==> src/rtl/pipeline_hazard_controller.sv <==
// Load-use stall, MEM-stage redirect flush and EX operand forwarding control
// for the 5-stage pipeline, with saturating stall/flush event counters.
module pipeline_hazard_controller #(
  parameter int CNT_W = 16
) (
  input  logic             clk,
  input  logic             reset,
  input  logic [4:0]       IF_ID_rs1_i,
  input  logic [4:0]       IF_ID_rs2_i,
  input  logic [4:0]       ID_EX_rs1_i,
  input  logic [4:0]       ID_EX_rs2_i,
  input  logic [4:0]       ID_EX_rd_i,
  input  logic             ID_EX_mem_read_i,
  input  logic [4:0]       EX_MEM_rd_i,
  input  logic             EX_MEM_reg_write_i,
  input  logic             EX_MEM_branch_i,
  input  logic             EX_MEM_zero_i,
  input  logic             EX_MEM_jalr_i,
  input  logic [4:0]       MEM_WB_rd_i,
  input  logic             MEM_WB_reg_write_i,
  output logic             pc_write_o,
  output logic             if_id_write_o,
  output logic             id_ex_bubble_o,
  output logic             if_id_flush_o,
  output logic             id_ex_flush_o,
  output logic             ex_mem_flush_o,
  output logic [1:0]       forward_a_o,
  output logic [1:0]       forward_b_o,
  output logic [1:0]       state_o,
  output logic [CNT_W-1:0] stall_count_o,
  output logic [CNT_W-1:0] flush_count_o
);

  typedef enum logic [1:0] {
    RUN   = 2'b00,
    STALL = 2'b01,
    REDIR = 2'b10
  } state_e;

  state_e           state_q, state_d;
  logic [CNT_W-1:0] stall_cnt_q, stall_cnt_d;
  logic [CNT_W-1:0] flush_cnt_q, flush_cnt_d;

  logic redirect;
  logic load_use;
  logic ex_a, ex_b, wb_a, wb_b;

  always_comb begin
    redirect = EX_MEM_jalr_i
             | (EX_MEM_branch_i & EX_MEM_zero_i);
    load_use = ID_EX_mem_read_i
             & (ID_EX_rd_i != 5'd0)
             & ((ID_EX_rd_i == IF_ID_rs1_i)
             |  (ID_EX_rd_i == IF_ID_rs2_i));
    ex_a = EX_MEM_reg_write_i
         & (EX_MEM_rd_i != 5'd0)
         & (EX_MEM_rd_i == ID_EX_rs1_i);
    ex_b = EX_MEM_reg_write_i
         & (EX_MEM_rd_i != 5'd0)
         & (EX_MEM_rd_i == ID_EX_rs2_i);
    wb_a = MEM_WB_reg_write_i
         & (MEM_WB_rd_i != 5'd0)
         & (MEM_WB_rd_i == ID_EX_rs1_i);
    wb_b = MEM_WB_reg_write_i
         & (MEM_WB_rd_i != 5'd0)
         & (MEM_WB_rd_i == ID_EX_rs2_i);
  end

  always_comb begin
    pc_write_o     = 1'b1;
    if_id_write_o  = 1'b1;
    id_ex_bubble_o = 1'b0;
    if_id_flush_o  = 1'b0;
    id_ex_flush_o  = 1'b0;
    ex_mem_flush_o = 1'b0;
    forward_a_o    = 2'b00;
    forward_b_o    = 2'b00;
    if (!reset) begin
      if (redirect) begin
        if_id_flush_o  = 1'b1;
        id_ex_flush_o  = 1'b1;
        ex_mem_flush_o = 1'b1;
      end else if (load_use) begin
        pc_write_o     = 1'b0;
        if_id_write_o  = 1'b0;
        id_ex_bubble_o = 1'b1;
      end
      if (ex_a)      forward_a_o = 2'b10;
      else if (wb_a) forward_a_o = 2'b01;
      if (ex_b)      forward_b_o = 2'b10;
      else if (wb_b) forward_b_o = 2'b01;
    end
  end

  // Hazards are decoded in every state; the state only tags the follow-on cycle.
  always_comb begin
    state_d = RUN;
    if (!reset) begin
      unique case (state_q)
        RUN, STALL, REDIR: begin
          priority case (1'b1)
            redirect: state_d = REDIR;
            load_use: state_d = STALL;
            default:  state_d = RUN;
          endcase
        end
        default: state_d = RUN;
      endcase
    end
  end

  always_comb begin
    stall_cnt_d = stall_cnt_q;
    flush_cnt_d = flush_cnt_q;
    if (reset) begin
      stall_cnt_d = '0;
      flush_cnt_d = '0;
    end else begin
      if (id_ex_bubble_o && (stall_cnt_q != '1))
        stall_cnt_d = stall_cnt_q + 1'b1;
      if (redirect && (flush_cnt_q != '1))
        flush_cnt_d = flush_cnt_q + 1'b1;
    end
  end

  always_ff @(posedge clk) begin
    state_q     <= state_d;
    stall_cnt_q <= stall_cnt_d;
    flush_cnt_q <= flush_cnt_d;
  end

  assign state_o       = state_q;
  assign stall_count_o = stall_cnt_q;
  assign flush_count_o = flush_cnt_q;

endmodule

==> config.mk <==
export PLATFORM = sky130hd
export DESIGN_NAME = pipeline_hazard_controller
export DESIGN_NICKNAME = d
export VERILOG_FILES = /design/src/rtl/pipeline_hazard_controller.sv
export SDC_FILE = /design/constraint.sdc
export NUM_CORES = 1
export LEC_CHECK = 0
export BUFFER_PORTS_ARGS = -buffer_cell sky130_fd_sc_hd__buf_2
export CORE_ASPECT_RATIO = 0.6
export CORE_MARGIN = 3
export CORE_UTILIZATION = 50
export CTS_BUF_LIST = sky130_fd_sc_hd__clkbuf_4
export DETAILED_ROUTE_END_ITERATION = 10
export GPL_TIMING_DRIVEN = 0
export PLACE_DENSITY = 0.86
export SYNTH_ARGS = -nofsm -noshare
export SYNTH_HDL_FRONTEND = slang
export SYNTH_SLANG_ARGS = --single-unit
==> constraint.sdc <==
create_clock -name clk -period 2.3 [get_ports clk]
set_clock_uncertainty 0.15 [all_clocks]
set_input_delay 0.115 -clock clk [delete_from_list [all_inputs] [get_ports clk]]
set_output_delay 0.115 -clock clk [all_outputs]
set_load 0.05 [all_outputs]
==> impl_metrics.env, run 1 <==
export IMPL_syn2layout_area_growth_pct=26.7
export IMPL_drv_slew=0
export IMPL_grt_pass1_wl_um=9540
export IMPL_drtIter0Drc=165
export IMPL_start_util=0.555
export IMPL_place_gp_congestion=0.882
export IMPL_p_sw_mw=0.339
export IMPL_crit_arrival_ps=2300
export IMPL_critPathMaxStageDelay_ps=600
export IMPL_peakVddDrop_uv=271
export IMPL_antenna_cells=0
export IMPL_rows=17
export IMPL_powerDensity_nw_per_um2=411
export IMPL_worstPathRequired_ps=2370
export IMPL_grt_ovfl_total=0
export IMPL_tns_ps=0
export IMPL_p_int_mw=0.786
export IMPL_status="finished clean"
export IMPL_ys_ff_latch=34
export IMPL_min_period_over_period=0.973
export IMPL_dp_slack_ps=-51.3
export IMPL_power_total_mw=1.12
export IMPL_layout_drive_gt1_share=0.324
export IMPL_synth_compound_area_frac=0.132
export IMPL_hold_start="reset"
export IMPL_final_cell_mix="buf_2, nor2_1, dfxtp_1"
export IMPL_swShare=0.302
export IMPL_synthCells=260
export IMPL_combPwrFrac=0.203
export IMPL_antenna_found_initial=0
export IMPL_worstPathMaxFanout=6
export IMPL_vias=2272
export IMPL_fin_util=0.703
export IMPL_cts_tree="built"
export IMPL_synth_top_area_cell="dfxtp_1"
export IMPL_vias_per_cell=5.56
export IMPL_reg2reg_slack_ps=60
export IMPL_coreArea_um2=3890
export IMPL_hold_viol=0
export IMPL_synth_main_ff_cell="dfxtp_1"
export IMPL_dp_cells=402
export IMPL_syn_avg_cell_area_um2=8.31
export IMPL_ioPinCount=87
export IMPL_async_flop_share=0
export IMPL_synthSimpleGateAreaFrac=0.293
export IMPL_rsz0062_at_grt="true"
export IMPL_die_height_um=56.9
export IMPL_drc=0
export IMPL_routedWlPerCell_um=14.4
export IMPL_hold_buffers=0
export IMPL_synth_edf_count=0
export IMPL_clkPwrFrac=0.260
export IMPL_grt_max_degree=11
export IMPL_multi_input_area_um2=1430
export IMPL_portBuffers=85
export IMPL_hold_path_depth=3
export IMPL_fin_ws_ps=61.7
export IMPL_leakage_nw=1.12
export IMPL_clk_pin_slew_ps=100
export IMPL_whs_endpoint="stall_count_o[3]"
export IMPL_power_frac_seq=0.536
export IMPL_synth_top_area_share=0.315
export IMPL_rr_worst_depth=6
export IMPL_synth_seq_area_share=0.315
export IMPL_fmax_mhz=447
export IMPL_yosys_warnings=0
export IMPL_die_w_um=90.8
export IMPL_cts_made_buffers=5
export IMPL_dr_pass1_iters=4
export IMPL_r2r_end="stall_count_o[2]"
export IMPL_synth_area_top_cells="dfxtp_1, xnor2_1, xor2_1"
export IMPL_worstHoldPathType="primary input to flip-flop"
export IMPL_hpwl_um=4660
export IMPL_period_needed_ps=2240
export IMPL_cp_start_kind="flip-flop"
export IMPL_synthMuxAreaShare=0.0359
export IMPL_worstReg2RegStart="stall_count_o[0]"
export IMPL_synth_top_family_by_area="simple AND/OR/NAND/NOR gates"
export IMPL_wl_um=5880
export IMPL_slowest_stage="or4_4"
export IMPL_clk_latency_ps=330
export IMPL_numClockSinks=34
export IMPL_path_cells="ha_1 -> nand3_2 -> or4_4 -> o21ai_4 -> nor3b_1 -> mux2_1"
export IMPL_postRouteAntennaNets=0
export IMPL_synth_xor_area_share=0.178
export IMPL_die_area_um2=5170
export IMPL_root_buffer="clkbuf_4"
export IMPL_synth_fa_ha_area_frac=0.0116
export IMPL_grtUsageTotal=0.227
export IMPL_clockBufferDepth=2
export IMPL_worstSetupPathType="flip-flop to flip-flop"
export IMPL_slew_headroom=0.599
export IMPL_synth_area_um2=2160
export IMPL_setup_viol=0
export IMPL_cp_end_kind="flip-flop"
export IMPL_stdcell_count=409
export IMPL_fill_cells=345
export IMPL_final_common_cell="buf_2"
export IMPL_tightest_slew_ps=587
export IMPL_synth_distinct_cells=44
export IMPL_seqCellArea_um2=688
export IMPL_cap_violations=0
export IMPL_grt_pass1_vias=2051
export IMPL_htree_levels=2
export IMPL_nets=398
export IMPL_syn_nets=305
## kinds of logic (layout without fill, tap and decap cells)
group | count (synthesis) | in the layout
muxes | 7 | 7
buffers and inverters | 16 | 108
AOI/OAI and AO/OA | 42 | 42
xor gates and xnor gates | 44 | 44
and+or+nand+nor | 115 | 115
DFF | 34 | 34
adders and majority gates | 2 | 2
## final cells by class
cell class | count | share of cell area
sequential | 34 | 0.251
timing repair buffer | 86 | 0.158
tap | 57 | 0.0261
inverter | 3 | 0.00412
clock buffer | 5 | 0.0137
clock inverter | 1 | 0.00137
multi-input combinational | 210 | 0.522
buffer | 13 | 0.0233
## sequential cells by signal (all words and copies together), names as in the netlist
| register | count |
|---|---|
| flush_count_o | 16 |
| stall_count_o | 16 |
| state_o | 2 |
## timing repair
| item | 4_1_cts | 5_1_grt |
|---|---|---|
| cloned | 0 | 0 |
| endpoints found under the setup margin | 1 | 7 |
| buffers inserted | 0 | 1 |
| resized for setup | 1 | 3 |
| pin swaps | 0 | 1 |
## power by group through the flow
| stage | Sequential, mW | Combinational [mW] | Clock, mW |
|---|---|---|---|
| floorplan | 0.639 | 0.114 | 0 |
| global placement | 0.616 | 0.218 | 0 |
| detailed placement | 0.617 | 0.226 | 0 |
| CTS | 0.603 | 0.228 | 0.299 |
| global route | 0.605 | 0.249 | 0.334 |
| finish | 0.603 | 0.229 | 0.293 |
## critical path: cells and delay by family (launching register included)
kind | cells | cell delay, ps
flip-flops | 1 | 380
adder cells (fa/ha/maj) | 1 | 200
multiplexers | 1 | 340
AND/OR/NAND/NOR | 3 | 830
AO/OA/AOI/OAI | 1 | 230
## per-layer routing
metal,GRT usage,vias to the layer above,share of wire
li1,-,1130,-
met1,0.311,1032,0.46
met2,0.348,104,0.43
met3,0.0669,6,0.10
met4,0.0665,0,0.0092
met5,0,-,0
## Yosys cell counts (2+ instances only)
cell / number
o31ai_1: 6
and4_1: 2
or4_1: 9
and3_1: 4
xor2_1: 22
a211oi_1: 8
xnor2_1: 22
nor2_1: 32
or3_1: 6
a21oi_1: 13
buf_2: 2
inv_1: 3
mux2_1: 6
clkbuf_1: 8
nor4_1: 5
nand2_1: 9
nand3_1: 13
nand4_1: 7
ha_1: 2
nor2b_1: 8
a2111oi_0: 2
buf_4: 3
dfxtp_1: 34
o21ai_0: 7
nor3_1: 8
## worst max path at each step
stage	start	endpoint	slack [ps]	depth (start not counted)
floorplan	reset	forward_a_o[1]	-10	3
global placement	ID_EX_rd_i[1]	pc_write_o	-30	9
detailed placement	ID_EX_rd_i[0]	pc_write_o	-50	9
CTS	stall_count_o[0]	stall_count_o[2]	70	6
global route	stall_count_o[1]	stall_count_o[9]	-20	6
finish	stall_count_o[0]	stall_count_o[2]	60	6
## through the flow
step | cell area [µm²] | hold WS, ps
floorplan | 2180 | 332
global placement | 2680 | 327
detailed placement | 2680 | 340
CTS | 2720 | 131
global route | 2740 | 178
finish | 2740 | 148
Power figures use the tool's default switching activity.
==> run 2, diff against run 1 <==
Settings changed: CORE_UTILIZATION 50 to 45, PLACE_DENSITY 0.86 to 0.79.
==> impl_metrics.env, run 2 (synthesized netlist as in run 1, its figures left out) <==
export IMPL_status="finished clean"
export IMPL_crit_cells=6
export IMPL_final_cell_mix="buf_2, nor2_1, dfxtp_1"
export IMPL_grt_max_degree=11
export IMPL_crit_buf_inv=0
export IMPL_ioPinCount=87
export IMPL_critPathMaxStageDelay_ps=600
export IMPL_place_gp_congestion=0.838
export IMPL_cp_end_kind="flip-flop"
export IMPL_hold_path_depth=3
export IMPL_leakage_nw=1.13
export IMPL_cts_made_buffers=5
export IMPL_postRouteAntennaNets=0
export IMPL_clkPwrFrac=0.285
export IMPL_start_util=0.497
export IMPL_vias=2290
export IMPL_worstPathMaxFanout=6
export IMPL_crit_family="simple AND/OR/NAND/NOR gates"
export IMPL_worstReg2RegStart="stall_count_o[0]"
export IMPL_grtUsageTotal=0.208
export IMPL_die_height_um=59.7
export IMPL_drtIter0Drc=76
export IMPL_p_int_mw=0.823
export IMPL_cp_start_kind="flip-flop"
export IMPL_layout_drive_gt1_share=0.331
export IMPL_final_common_cell="buf_2"
export IMPL_crit_path_start="stall_count_o[0]"
export IMPL_wl_um=5950
export IMPL_grt_pass1_wl_um=9230
export IMPL_htree_levels=2
export IMPL_period_needed_ps=2250
export IMPL_portBuffers=85
export IMPL_vias_per_cell=5.50
export IMPL_setup_viol=0
export IMPL_dp_cells=405
export IMPL_clk_latency_ps=330
export IMPL_syn2layout_area_growth_pct=28.8
export IMPL_root_buffer="clkbuf_4"
export IMPL_slowest_stage="or4_4"
export IMPL_cts_tree="built"
export IMPL_tightest_slew_ps=557
export IMPL_rsz0062_at_grt="false"
export IMPL_rows=18
export IMPL_hpwl_um=4650
export IMPL_nets=401
export IMPL_die_w_um=95.4
export IMPL_die_area_um2=5690
export IMPL_coreArea_um2=4350
export IMPL_hold_viol=0
export IMPL_stdcell_count=416
export IMPL_powerDensity_nw_per_um2=419
export IMPL_r2r_end="stall_count_o[5]"
export IMPL_p_sw_mw=0.343
export IMPL_min_period_over_period=0.977
export IMPL_combPwrFrac=0.198
export IMPL_tns_ps=0
export IMPL_fmax_mhz=445
export IMPL_worstPathRequired_ps=2380
export IMPL_crit_arrival_ps=2330
export IMPL_routedWlPerCell_um=14.3
export IMPL_worstHoldPathType="primary input to flip-flop"
export IMPL_holdWs_ps=137
export IMPL_swShare=0.294
export IMPL_grt_ovfl_total=0
export IMPL_peakVddDrop_uv=222
export IMPL_rr_worst_depth=6
export IMPL_power_frac_seq=0.517
export IMPL_clockBufferDepth=2
export IMPL_slew_headroom=0.619
export IMPL_numClockSinks=34
export IMPL_drv_slew=0
export IMPL_reg2reg_slack_ps=50
export IMPL_drc=0
export IMPL_path_cells="ha_1 -> nand3_2 -> or4_4 -> o21ai_4 -> nor4b_1 -> mux2_1"
export IMPL_cap_violations=0
export IMPL_hold_start="reset"
export IMPL_antenna_cells=0
export IMPL_antenna_found_initial=0
export IMPL_clk_pin_slew_ps=100
export IMPL_worstSetupPathType="flip-flop to flip-flop"
export IMPL_grt_pass1_vias=2110
export IMPL_dr_pass1_iters=4
export IMPL_whs_endpoint="stall_count_o[3]"
==> run 2: cell count changes in the layout (fill, tap and decap cells not counted) <==
cell / previous run / this run
clkbuf_4: 5 / 7
o211ai_4: 0 / 1
buf_4: 4 / 7
clkbuf_1: 7 / 8
clkinv_1: 1 / 0
clkbuf_2: 1 / 0
o211ai_2: 1 / 0
==> run 2: what timing repair did <==
action / 4_1_cts / 5_1_grt
endpoints found under the setup margin: 2 / 3
pin swaps: 0 / 2
buffers inserted: 0 / 4
gates resized for setup: 1 / 2
hold buffers: 0 / 0
==> run 2: power by group through the flow <==
stage / Combinational [mW] / Clock (mW) / Sequential, mW
2_1_floorplan: 0.114 / 0 / 0.639
3_3_place_gp: 0.218 / 0 / 0.616
3_5_place_dp: 0.223 / 0 / 0.616
4_1_cts: 0.225 / 0.339 / 0.603
5_1_grt: 0.252 / 0.371 / 0.605
6_report: 0.230 / 0.332 / 0.603
==> run 2: worst max-delay path by stage <==
| stage | endpoint | slack (ps) |
|---|---|---|
| floorplan | forward_a_o[1] | -10 |
| detailed placement | pc_write_o | -70 |
| global placement | pc_write_o | -30 |
| finish | stall_count_o[5] | 50 |
| CTS | stall_count_o[5] | 70 |
| global route | stall_count_o[5] | 2 |
==> run 2: cell type report <==
cell class	count	area, µm²
sequential	34	688
timing repair buffer	89	455
tap	60	75.1
inverter	3	11.3
fill	401	1570
clock buffer	7	52.6
buffer	13	62.6
multi-input combinational	210	1440
==> run 2: metrics by stage <==
step                       util  total power, mW  area (µm²)  setup slack [ps]
after global routing      0.640             1.23        2780              1.88
after floorplan               -            0.753        2180             -13.1
final                     0.640             1.17        2780              52.2
after detailed placement  0.617            0.840        2680             -73.4
after global placement    0.617            0.835        2680             -25.2
after CTS                 0.630             1.17        2740              69.4
==> run 2: tightest hold or removal path: stages <==
cell	delay [ps]
clkbuf_1	210
nor2b_1	150
mux2_1	120
==> run 2: metal layers <==
| metal | wire [µm] | global-route usage |
|---|---|---|
| met5 | 0 | 0 |
| met4 | 53 | 0.0628 |
| met3 | 552 | 0.0440 |
| met2 | 2460 | 0.335 |
| met1 | 2890 | 0.282 |
